**src/rtl/cim_tile_arbiter_pkg.sv**
```systemverilog
// Shared types for the CIM tile sharing logic: arbiter state encoding and
// the round-robin pointer wrap helper.
package cim_tile_arbiter_pkg;

  typedef enum logic [1:0] {
    s_cim_arb_idle  = 2'd0,
    s_cim_arb_owned = 2'd1,
    s_cim_arb_drain = 2'd2
  } t_cim_arb_state;

  function automatic int unsigned rr_next(input int unsigned cur, input int unsigned n);
    return (cur + 1 >= n) ? 0 : cur + 1;
  endfunction

endpackage

```
**src/rtl/cim_tile_arbiter_if.sv**
```systemverilog
// Bundle between NUM_REQ layer controllers, the arbiter and the CIM tile.
// The master modport is the arbiter's view; slave is the surrounding system.
interface cim_tile_arbiter_if #(
  parameter int NUM_REQ    = 4,
  parameter int ADDR_WIDTH = 7
);
  localparam int IDX_WIDTH = $clog2(NUM_REQ);

  logic [NUM_REQ-1:0]            req;
  logic [NUM_REQ-1:0]            gnt;
  logic [NUM_REQ-1:0]            req_we;
  logic [NUM_REQ-1:0]            req_start;
  logic [NUM_REQ*ADDR_WIDTH-1:0] req_addr;
  logic [NUM_REQ-1:0]            req_ready;
  logic                          tile_we;
  logic                          tile_start;
  logic [ADDR_WIDTH-1:0]         tile_addr;
  logic                          tile_ready;
  logic [IDX_WIDTH-1:0]          owner;
  logic                          busy;

  modport master (
    input  req, req_we, req_start, req_addr, tile_ready,
    output gnt, req_ready, tile_we, tile_start, tile_addr, owner, busy
  );

  modport slave (
    output req, req_we, req_start, req_addr, tile_ready,
    input  gnt, req_ready, tile_we, tile_start, tile_addr, owner, busy
  );

endinterface

```
**src/rtl/cim_tile_arbiter_rr_pick.sv**
```systemverilog
// Round-robin pick: first asserted request at or after ptr, wrapping.
// Rotate so ptr lands at bit 0, priority-encode, then add ptr back.
module cim_tile_arbiter_rr_pick
  import cim_tile_arbiter_pkg::*;
#(
  parameter int NUM_REQ   = 4,
  parameter int IDX_WIDTH = $clog2(NUM_REQ)
) (
  input  logic [NUM_REQ-1:0]   req,
  input  logic [IDX_WIDTH-1:0] ptr,
  output logic                 valid,
  output logic [IDX_WIDTH-1:0] idx
);

  logic [2*NUM_REQ-1:0] dbl;
  logic [NUM_REQ-1:0]   rot;
  logic [IDX_WIDTH-1:0] enc;
  logic [IDX_WIDTH:0]   sum;

  always_comb begin
    dbl   = {req, req} >> ptr;
    rot   = dbl[NUM_REQ-1:0];
    valid = |rot;
    enc   = '0;
    // Descending scan so the lowest rotated position wins.
    for (int k = NUM_REQ - 1; k >= 0; k--) begin
      if (rot[k]) enc = IDX_WIDTH'(k);
    end
    sum = {1'b0, ptr} + {1'b0, enc};
    if (sum >= (IDX_WIDTH+1)'(NUM_REQ)) sum = sum - (IDX_WIDTH+1)'(NUM_REQ);
    idx = sum[IDX_WIDTH-1:0];
  end

endmodule

```
**src/rtl/cim_tile_arbiter.sv**
```systemverilog
// Shares one CIM crossbar tile between NUM_REQ layer controllers with
// round-robin grants held for a whole layer operation.
module cim_tile_arbiter
  import cim_tile_arbiter_pkg::*;
#(
  parameter int NUM_REQ    = 4,
  parameter int ADDR_WIDTH = 7
) (
  input logic clk,
  input logic rst,
  cim_tile_arbiter_if.master bus
);

  localparam int IDX_WIDTH = $clog2(NUM_REQ);

  t_cim_arb_state        state_q, state_d;
  logic [IDX_WIDTH-1:0]  owner_q, owner_d;
  logic [IDX_WIDTH-1:0]  ptr_q, ptr_d;
  logic [NUM_REQ-1:0]    gnt_q, gnt_d;
  logic                  pick_valid;
  logic [IDX_WIDTH-1:0]  pick_idx;
  logic [IDX_WIDTH-1:0]  owner_inc;
  logic                  we_mux, start_mux;
  logic [ADDR_WIDTH-1:0] addr_mux;
  logic [NUM_REQ-1:0]    ready_mux;

  cim_tile_arbiter_rr_pick #(
    .NUM_REQ  (NUM_REQ),
    .IDX_WIDTH(IDX_WIDTH)
  ) u_pick (
    .req  (bus.req),
    .ptr  (ptr_q),
    .valid(pick_valid),
    .idx  (pick_idx)
  );

  assign owner_inc = IDX_WIDTH'(rr_next(32'(owner_q), NUM_REQ));

  always_ff @(posedge clk) begin
    if (rst) begin
      state_q <= s_cim_arb_idle;
      owner_q <= '0;
      ptr_q   <= '0;
      gnt_q   <= '0;
    end else begin
      state_q <= state_d;
      owner_q <= owner_d;
      ptr_q   <= ptr_d;
      gnt_q   <= gnt_d;
    end
  end

  always_comb begin
    state_d   = state_q;
    owner_d   = owner_q;
    ptr_d     = ptr_q;
    gnt_d     = '0;
    we_mux    = 1'b0;
    start_mux = 1'b0;
    addr_mux  = '0;
    ready_mux = '0;
    unique case (state_q)
      s_cim_arb_idle: begin
        if (pick_valid && bus.tile_ready) begin
          state_d = s_cim_arb_owned;
          owner_d = pick_idx;
        end
      end
      s_cim_arb_owned: begin
        we_mux             = bus.req_we[owner_q];
        start_mux          = bus.req_start[owner_q];
        ready_mux[owner_q] = bus.tile_ready;
        for (int k = 0; k < NUM_REQ; k++) begin
          if (owner_q == IDX_WIDTH'(k)) addr_mux = bus.req_addr[k*ADDR_WIDTH +: ADDR_WIDTH];
        end
        // Release: an op still running on the tile must finish before handover.
        if (!bus.req[owner_q]) begin
          if (bus.tile_ready) begin
            state_d = s_cim_arb_idle;
            ptr_d   = owner_inc;
          end else begin
            state_d = s_cim_arb_drain;
          end
        end
      end
      s_cim_arb_drain: begin
        if (bus.tile_ready) begin
          state_d = s_cim_arb_idle;
          ptr_d   = owner_inc;
        end
      end
      default: state_d = s_cim_arb_idle;
    endcase
    if (state_d == s_cim_arb_owned) gnt_d[owner_d] = 1'b1;
  end

  assign bus.gnt        = gnt_q;
  assign bus.req_ready  = ready_mux;
  assign bus.tile_we    = we_mux;
  assign bus.tile_start = start_mux;
  assign bus.tile_addr  = addr_mux;
  assign bus.owner      = owner_q;
  assign bus.busy       = (state_q != s_cim_arb_idle);

endmodule

```
**src/flat_wrapper.sv**
```systemverilog
// flat-port wrapper written by rule: the top's interface ports become plain ports
module cim_tile_arbiter_flat import cim_tile_arbiter_pkg::*;
#(
  parameter int NUM_REQ    = 4,
  parameter int ADDR_WIDTH = 7
)
  (clk, rst, bus_req, bus_req_we, bus_req_start, bus_req_addr, bus_tile_ready, bus_gnt, bus_req_ready, bus_tile_we, bus_tile_start, bus_tile_addr, bus_owner, bus_busy);
  cim_tile_arbiter_if #(.NUM_REQ(NUM_REQ), .ADDR_WIDTH(ADDR_WIDTH)) bus_i ();
  input logic clk;
  input logic rst;
  input wire logic [$bits(bus_i.req)-1:0] bus_req;
  input wire logic [$bits(bus_i.req_we)-1:0] bus_req_we;
  input wire logic [$bits(bus_i.req_start)-1:0] bus_req_start;
  input wire logic [$bits(bus_i.req_addr)-1:0] bus_req_addr;
  input wire logic [$bits(bus_i.tile_ready)-1:0] bus_tile_ready;
  output wire logic [$bits(bus_i.gnt)-1:0] bus_gnt;
  output wire logic [$bits(bus_i.req_ready)-1:0] bus_req_ready;
  output wire logic [$bits(bus_i.tile_we)-1:0] bus_tile_we;
  output wire logic [$bits(bus_i.tile_start)-1:0] bus_tile_start;
  output wire logic [$bits(bus_i.tile_addr)-1:0] bus_tile_addr;
  output wire logic [$bits(bus_i.owner)-1:0] bus_owner;
  output wire logic [$bits(bus_i.busy)-1:0] bus_busy;
  assign bus_i.req = bus_req;
  assign bus_i.req_we = bus_req_we;
  assign bus_i.req_start = bus_req_start;
  assign bus_i.req_addr = bus_req_addr;
  assign bus_i.tile_ready = bus_tile_ready;
  assign bus_gnt = bus_i.gnt;
  assign bus_req_ready = bus_i.req_ready;
  assign bus_tile_we = bus_i.tile_we;
  assign bus_tile_start = bus_i.tile_start;
  assign bus_tile_addr = bus_i.tile_addr;
  assign bus_owner = bus_i.owner;
  assign bus_busy = bus_i.busy;
  cim_tile_arbiter #(.NUM_REQ(NUM_REQ), .ADDR_WIDTH(ADDR_WIDTH)) u_core (.clk(clk), .rst(rst), .bus(bus_i));
endmodule
```
**config.mk**
```make
export PLATFORM = sky130hd
export DESIGN_NAME = cim_tile_arbiter_flat
export DESIGN_NICKNAME = d
export VERILOG_FILES = /design/src/rtl/cim_tile_arbiter_pkg.sv /design/src/rtl/cim_tile_arbiter_if.sv /design/src/rtl/cim_tile_arbiter_rr_pick.sv /design/src/rtl/cim_tile_arbiter.sv /design/src/flat_wrapper.sv
export SDC_FILE = /design/constraint.sdc
export NUM_CORES = 1
export LEC_CHECK = 0
export ABC_AREA = 1
export CELL_PAD_IN_SITES_DETAIL_PLACEMENT = 1
export CELL_PAD_IN_SITES_GLOBAL_PLACEMENT = 1
export CORE_ASPECT_RATIO = 1.4
export CORE_MARGIN = 4
export CORE_UTILIZATION = 24
export DETAILED_ROUTE_END_ITERATION = 8
export PLACE_DENSITY = 0.92
export SLEW_MARGIN = 20
export SYNTH_ARGS = -nofsm -noshare
export SYNTH_HDL_FRONTEND = slang
export SYNTH_SLANG_ARGS = --single-unit
export TNS_END_PERCENT = 50
```
**constraint.sdc**
```tcl
create_clock -name clk -period 3.76 [get_ports clk]
set_input_delay 1.128 -clock clk [delete_from_list [all_inputs] [get_ports clk]]
set_output_delay 1.128 -clock clk [all_outputs]
set_load 0.01 [all_outputs]
```
After elaboration in Yosys (flattened, before gate mapping)
Cells that the tools add are included.
{ "totals": {"ramBits": 0, "mem_count": 0, "regBits": 10, "latchBits": 0, "word_cells": 67, "rom_bits": 0} }
{ "op_classes": {"n_bitwise": 2, "n_mul": 0, "order_cmp": 6, "reduce_logical": 10, "div": 0, "n_eq_ne": 7, "n_mux": 34, "add_sub_neg": 3, "shift": 1} }
{ "ops": {"columns": ["op", "count"], "rows": [
  ["7-bit 2-to-1 mux", 5],
  ["2-bit 2-to-1 mux", 14],
  ["8-bit by 2-bit right shift with 4-bit output", 1],
  ["1-bit 2-to-1 mux", 7],
  ["1-bit binary-select mux with 2-bit select", 3],
  ["2-bit by 1-bit equality test with 1-bit output, second input constant", 3],
  ["2-bit equality test, second input constant", 3],
  ["3-bit greater-or-equal comparator, second input constant", 2],
  ["2-bit by 3-bit less-than comparator with 1-bit output, second input constant", 2],
  ["2-bit case mux with 3 select lines", 1],
  ["4-bit AND", 1],
  ["1-bit demux with 2-bit select", 2],
  ["2-bit by 1-bit greater-or-equal comparator with 1-bit output, second input constant", 2],
  ["2-bit zero test", 2],
  ["4-bit 2-to-1 mux", 1],
  ["2-bit case mux with 2 select lines", 1],
  ["2-bit nonzero test", 2],
  ["4-bit OR reduction", 1],
  ["2-bit by 1-bit adder with 3-bit output, second input constant", 1],
  ["2-bit by 2-bit adder with 3-bit output", 1],
  ["1-bit logical AND", 3],
  ["2-bit inequality test, second input constant", 1],
  ["2-bit AND reduction", 1],
  ["2-bit OR reduction", 1],
  ["2 further kinds", 2]
]} }

Depth between registers and ports, before layout
{ "depth": {"depth_word": 14, "depth_mapped": 15, "mapped_depth_nobuf": 15} }

Modules after synthesis
Synthesis repeated with hierarchy kept, for this count alone.
{ "unflattened": {"cells_unflattened": 169, "area_unflattened_um2": 996.0} }
{ "by_module_without_submodules": {"columns": ["module", "seq_area_each_um2", "cells_per_inst", "area_each_um2", "instances"], "rows": [
  ["cim_tile_arbiter", 200.2, 134, 830.8, 1],
  ["cim_tile_arbiter_rr_pick", 0.0, 35, 165.2, 1]
]} }

Least setup slack after synthesis
Ideal clock, no wire load.
{ "synth_path": {"path_type": "register to output", "startpoint": "register u_core.owner_q[0] (netlist: u_core.bus.owner[0])", "endpoint": "output bus_tile_addr[0]", "stages_incl_launch_ff": 8, "arrival_ns": 1.671, "path_slack_ns": 0.961, "t_required_ns": 2.632, "path_buffers": 2, "path_cell_list": "dfxtp_1 > buf_2 > inv_1 > ha_1 > clkbuf_1 > o31ai_1 > o21ai_0 > nor2_1"} }
{ "synth_between": {"elab_chain_len": 6} }
{ "synth_rtl": {"columns": ["item", "line_no", "rtl"], "rows": [
  ["start, declared", "cim_tile_arbiter.sv:17", "logic [IDX_WIDTH-1:0] owner_q, owner_d;"],
  ["start signal, assigned", "cim_tile_arbiter.sv:47", "owner_q <= owner_d;"],
  ["2-bit zero test", "cim_tile_arbiter.sv:74", "if (owner_q == IDX_WIDTH'(k)) addr_mux = bus.req_addr[k*ADDR_WIDTH +: ADDR_WIDTH];"],
  ["7-bit 2-to-1 mux (3 in a row)", "cim_tile_arbiter.sv:74", null],
  ["7-bit 2-to-1 mux *", "cim_tile_arbiter.sv:74", null],
  ["7-bit 2-to-1 mux *", "cim_tile_arbiter.sv:62", "unique case (state_q)"],
  ["end, declared", "flat_wrapper.sv:20", "output wire logic [$bits(bus_i.tile_addr)-1:0] bus_tile_addr;"]
]} }
Every way passes the cells marked *; elsewhere a longest branch is shown, timed or not.

Worst setup path after layout
{ "layout_path": {"startpoint": "input bus_req_start[0]", "endpoint": "output bus_tile_start"} }
{ "layout_between": {"elab_chain_len": 3} }
{ "layout_rtl": {"columns": ["item", "line_no", "rtl"], "rows": [
  ["start, declared", "flat_wrapper.sv:13", "input wire logic [$bits(bus_i.req_start)-1:0] bus_req_start;"],
  ["1-bit binary-select mux with 2-bit select", "cim_tile_arbiter.sv:71", "start_mux = bus.req_start[owner_q];"],
  ["1-bit 2-to-1 mux (not written as such)", "cim_tile_arbiter.sv:71", null],
  ["1-bit 2-to-1 mux", "cim_tile_arbiter.sv:62", null],
  ["end, declared", "flat_wrapper.sv:19", "output wire logic [$bits(bus_i.tile_start)-1:0] bus_tile_start;"]
]} }
Every way passes these cells. The select of a mux whose other input is x is not followed.

==> metrics <==
GRT Util Overall=0.151; antenna-violating nets left=0; Slew HR=0.650; H-tree Lvls=1; Final Cycle Share=0.971; synthesized instance count=roughly 160; Synth top area share=0.207; area of the multi-input gates=about 700 um^2; commonest cells in the netlist=nor2_1, nand2_1, a21oi_1; CORE AREA=0.00392 mm^2; total gr overflow=0; Seq/Total Area, Yosys=0.207; Total Wirelength=approximately 3800 um; Post-Synthesis Cell Area=a little under 0.001 mm^2; Power Internal=322 uW; Clk Latency, worst-skew pair=about 230 ps; vias per inst=~4.9; Worst Setup Start Kind=primary input; total count of max-transition violations in the final report=0; synth top area cells=dfxtp_1, nor2_1, nand2_1; yosys warns=0; Yosys reg bits=10; worst-margin pin slew=around 520 ps; vias in the first global route=between 1000 and 1500; IO buf count=62; die width=a little over 60 um; first-pass GRT wire length=6200 um; R2R Setup Slk=between 1500 and 2000 ps; Nets=about 280; Std-Cell Rows=27; hold buffer count at CTS=0; CP max-delay cell=clkdlybuf4s50_1; final hold viol count=0; clk sinks=10; CTS tree=yes; drt pass-1 iters=4; Slowest Stage Delay on Critical Path=between 500 and 600 ps; Synth Area per Inst=approximately 5.9 um^2; Fill cells=just over 500; Top FF cell, synth=dfxtp_1; Post-Route Skew=0.395 ps; wire per inst=14.0 um; Hold WS=between 600 and 700 ps; Worst Setup End Kind=primary output; simple-gate portion of the synthesized area=0.393; IO Pins=63; clk slew on worst S/H paths=40 ps; Post-synth EDFFs=0; most frequent cell after synthesis=nor2_1; Max-Cap Viols=0; Final Util=0.432; worst hold path class=reg2reg; main combinational cell family by area after synthesis=simple AND/OR/NAND/NOR gates; Compound-Gate Fraction of Synth Area=0.251; largest net degree at the start of global routing=16; Arrival @ worst endpoint=roughly 2500 ps; clk buf depth=2; area grow syn2layout=74.9%; register area=roughly 200 um^2; Die ar.=about 0.0051 mm^2; post-synthesis mux area share=0; root buffer cell=clkbuf_8; FMAX=approximately 270 MHz; xor and xnor area share after synthesis=0.00906; P per Cell Area=between 300 and 400 mW/mm^2; Initial Utilization=0.247; Final min period=3650 ps; GP Congestion=between 0.7 and 0.8; initial antenna violation count=0; critical-path cell list=clkdlybuf4s50_1 -> nor2_1 -> nor2_1 -> o21ai_0 -> a21oi_1 -> clkdlybuf4s50_1; DRC=0; Net Switching=around 190 uW; combinational power share=0.557; layout cells sized above 1=0.0796; final setup fails=0; sw frac=0.376; Initial DRC Count=87; Post-CTS Repair Setup Buffers=0; die height=between 80 and 90 um; crit-path max FO=1; Max IR drop VDD=roughly 0.17 mV; number of CTS-inserted buffers=3; critical path type=in2out; Req. time, crit path=between 2000 and 3000 ps; Synth Area in Adders=0.0647; Flop pwr share=0.241; biggest area consumer among synthesized cells=dfxtp_1; status=completed; vias after detailed routing=about 1300; post-synthesis cell type count=23; Detailed Place HPWL=between 3000 and 4000 um; ys async rst share=0; Clk pwr share=0.202; Leakage=between 0.7 and 0.8 nW; Inserted Diodes=0; RSZ-0062 raised after global routing=no; syn nets=212
[area by class of cell]
class,instances,share of cell area
Clock buffer,3,0.0244
Inverter,13,0.0288
Multi-Input combinational cell,135,0.413
Sequential cell,10,0.118
Tap cell,43,0.0318
Timing Repair Buffer,65,0.383
[critical path: cells and delay by family]
kind / cells / cell delay (ps)
AO/OA/AOI/OAI: 2 / 260
buffers and inverters: 2 / 1010
AND/OR/NAND/NOR: 2 / 120
[final timing paths]
kind / start / end / cells past startpoint
worst max-delay path: bus_req_start[0] / bus_tile_start / 6
worst min-delay path: u_core.state_q[1]$_SDFF_PP0_ / u_core.state_q[1]$_SDFF_PP0_ / 4
worst max register to register: u_core.ptr_q[0]$_SDFFE_PP0P_ / u_core.bus.owner[1]$_SDFF_PP0_ / 15
worst min register to register: u_core.state_q[1]$_SDFF_PP0_ / u_core.state_q[1]$_SDFF_PP0_ / 4
[stage by stage]
step / area [um^2] / power [mW] / instances / setup TNS, ps / setup slack [ps]
3_3_place_gp: 1640 / 0.414 / 266 / -203 / -111
6_report: 1690 / 0.516 / 269 / 0 / 108
2_1_floorplan: 967 / 0.287 / 164 / 0 / 961
5_1_grt: 1690 / 0.562 / 269 / 0 / 22.2
3_5_place_dp: 1640 / 0.421 / 266 / -210 / -130
4_1_cts: 1680 / 0.526 / 269 / -43.0 / -43.0
[cell usage in the layout, fill, tap and decap left out, drive strengths merged]
cell and instances:
buf 3, dlymetal6s2s 4, a21boi 1, or2 1
o31ai 7, a21oi 19, nor2 36, nor3b 1
dfxtp 10, clkbuf 3, a211oi 1, o21ai 13
clkdlybuf4s50 54, xnor2 1, nand3 17, nand2 32
inv 13, nand4 1, ha 5, dlygate4sd2 4
[kinds of logic (layout without fill, tap and decap cells)]
logic type / Yosys count / in the layout
AND/OR/NAND/NOR: 88 / 88
AO/OA/AOI/OAI: 41 / 41
buffers and inverters: 19 / 81
flip-flops: 10 / 10
adder cells (fa/ha/maj): 5 / 5
XOR/XNOR: 1 / 1
[repair_timing]
item,in CTS,in global routing
resized for setup,5,4
setup endpoints to repair,5,4
pin swaps,0,1
[power groups by stage]
stage               combinational, mW  clock (mW)  sequential (mW)
CTS                             0.294       0.107            0.125
detailed placement              0.294           0            0.127
global route                    0.324       0.112            0.126
floorplan                       0.158           0            0.129
finish                          0.287       0.104            0.124
global placement                0.288           0            0.125
[per-layer routing]
layer  track usage  vias to the layer above  wire length, um
met2         0.286                       43             2000
li1              -                      672                -
met3        0.0295                        4              293
met1         0.163                      608             1440
met4        0.0270                        0               36
met5             0                        -                0
[state kept, by name, indices dropped and copies added, names as in the netlist]
name              cells
u_core.bus.gnt        4
u_core.state_q        2
u_core.bus.owner      2
u_core.ptr_q          2
Power figures use the tool's default switching activity.
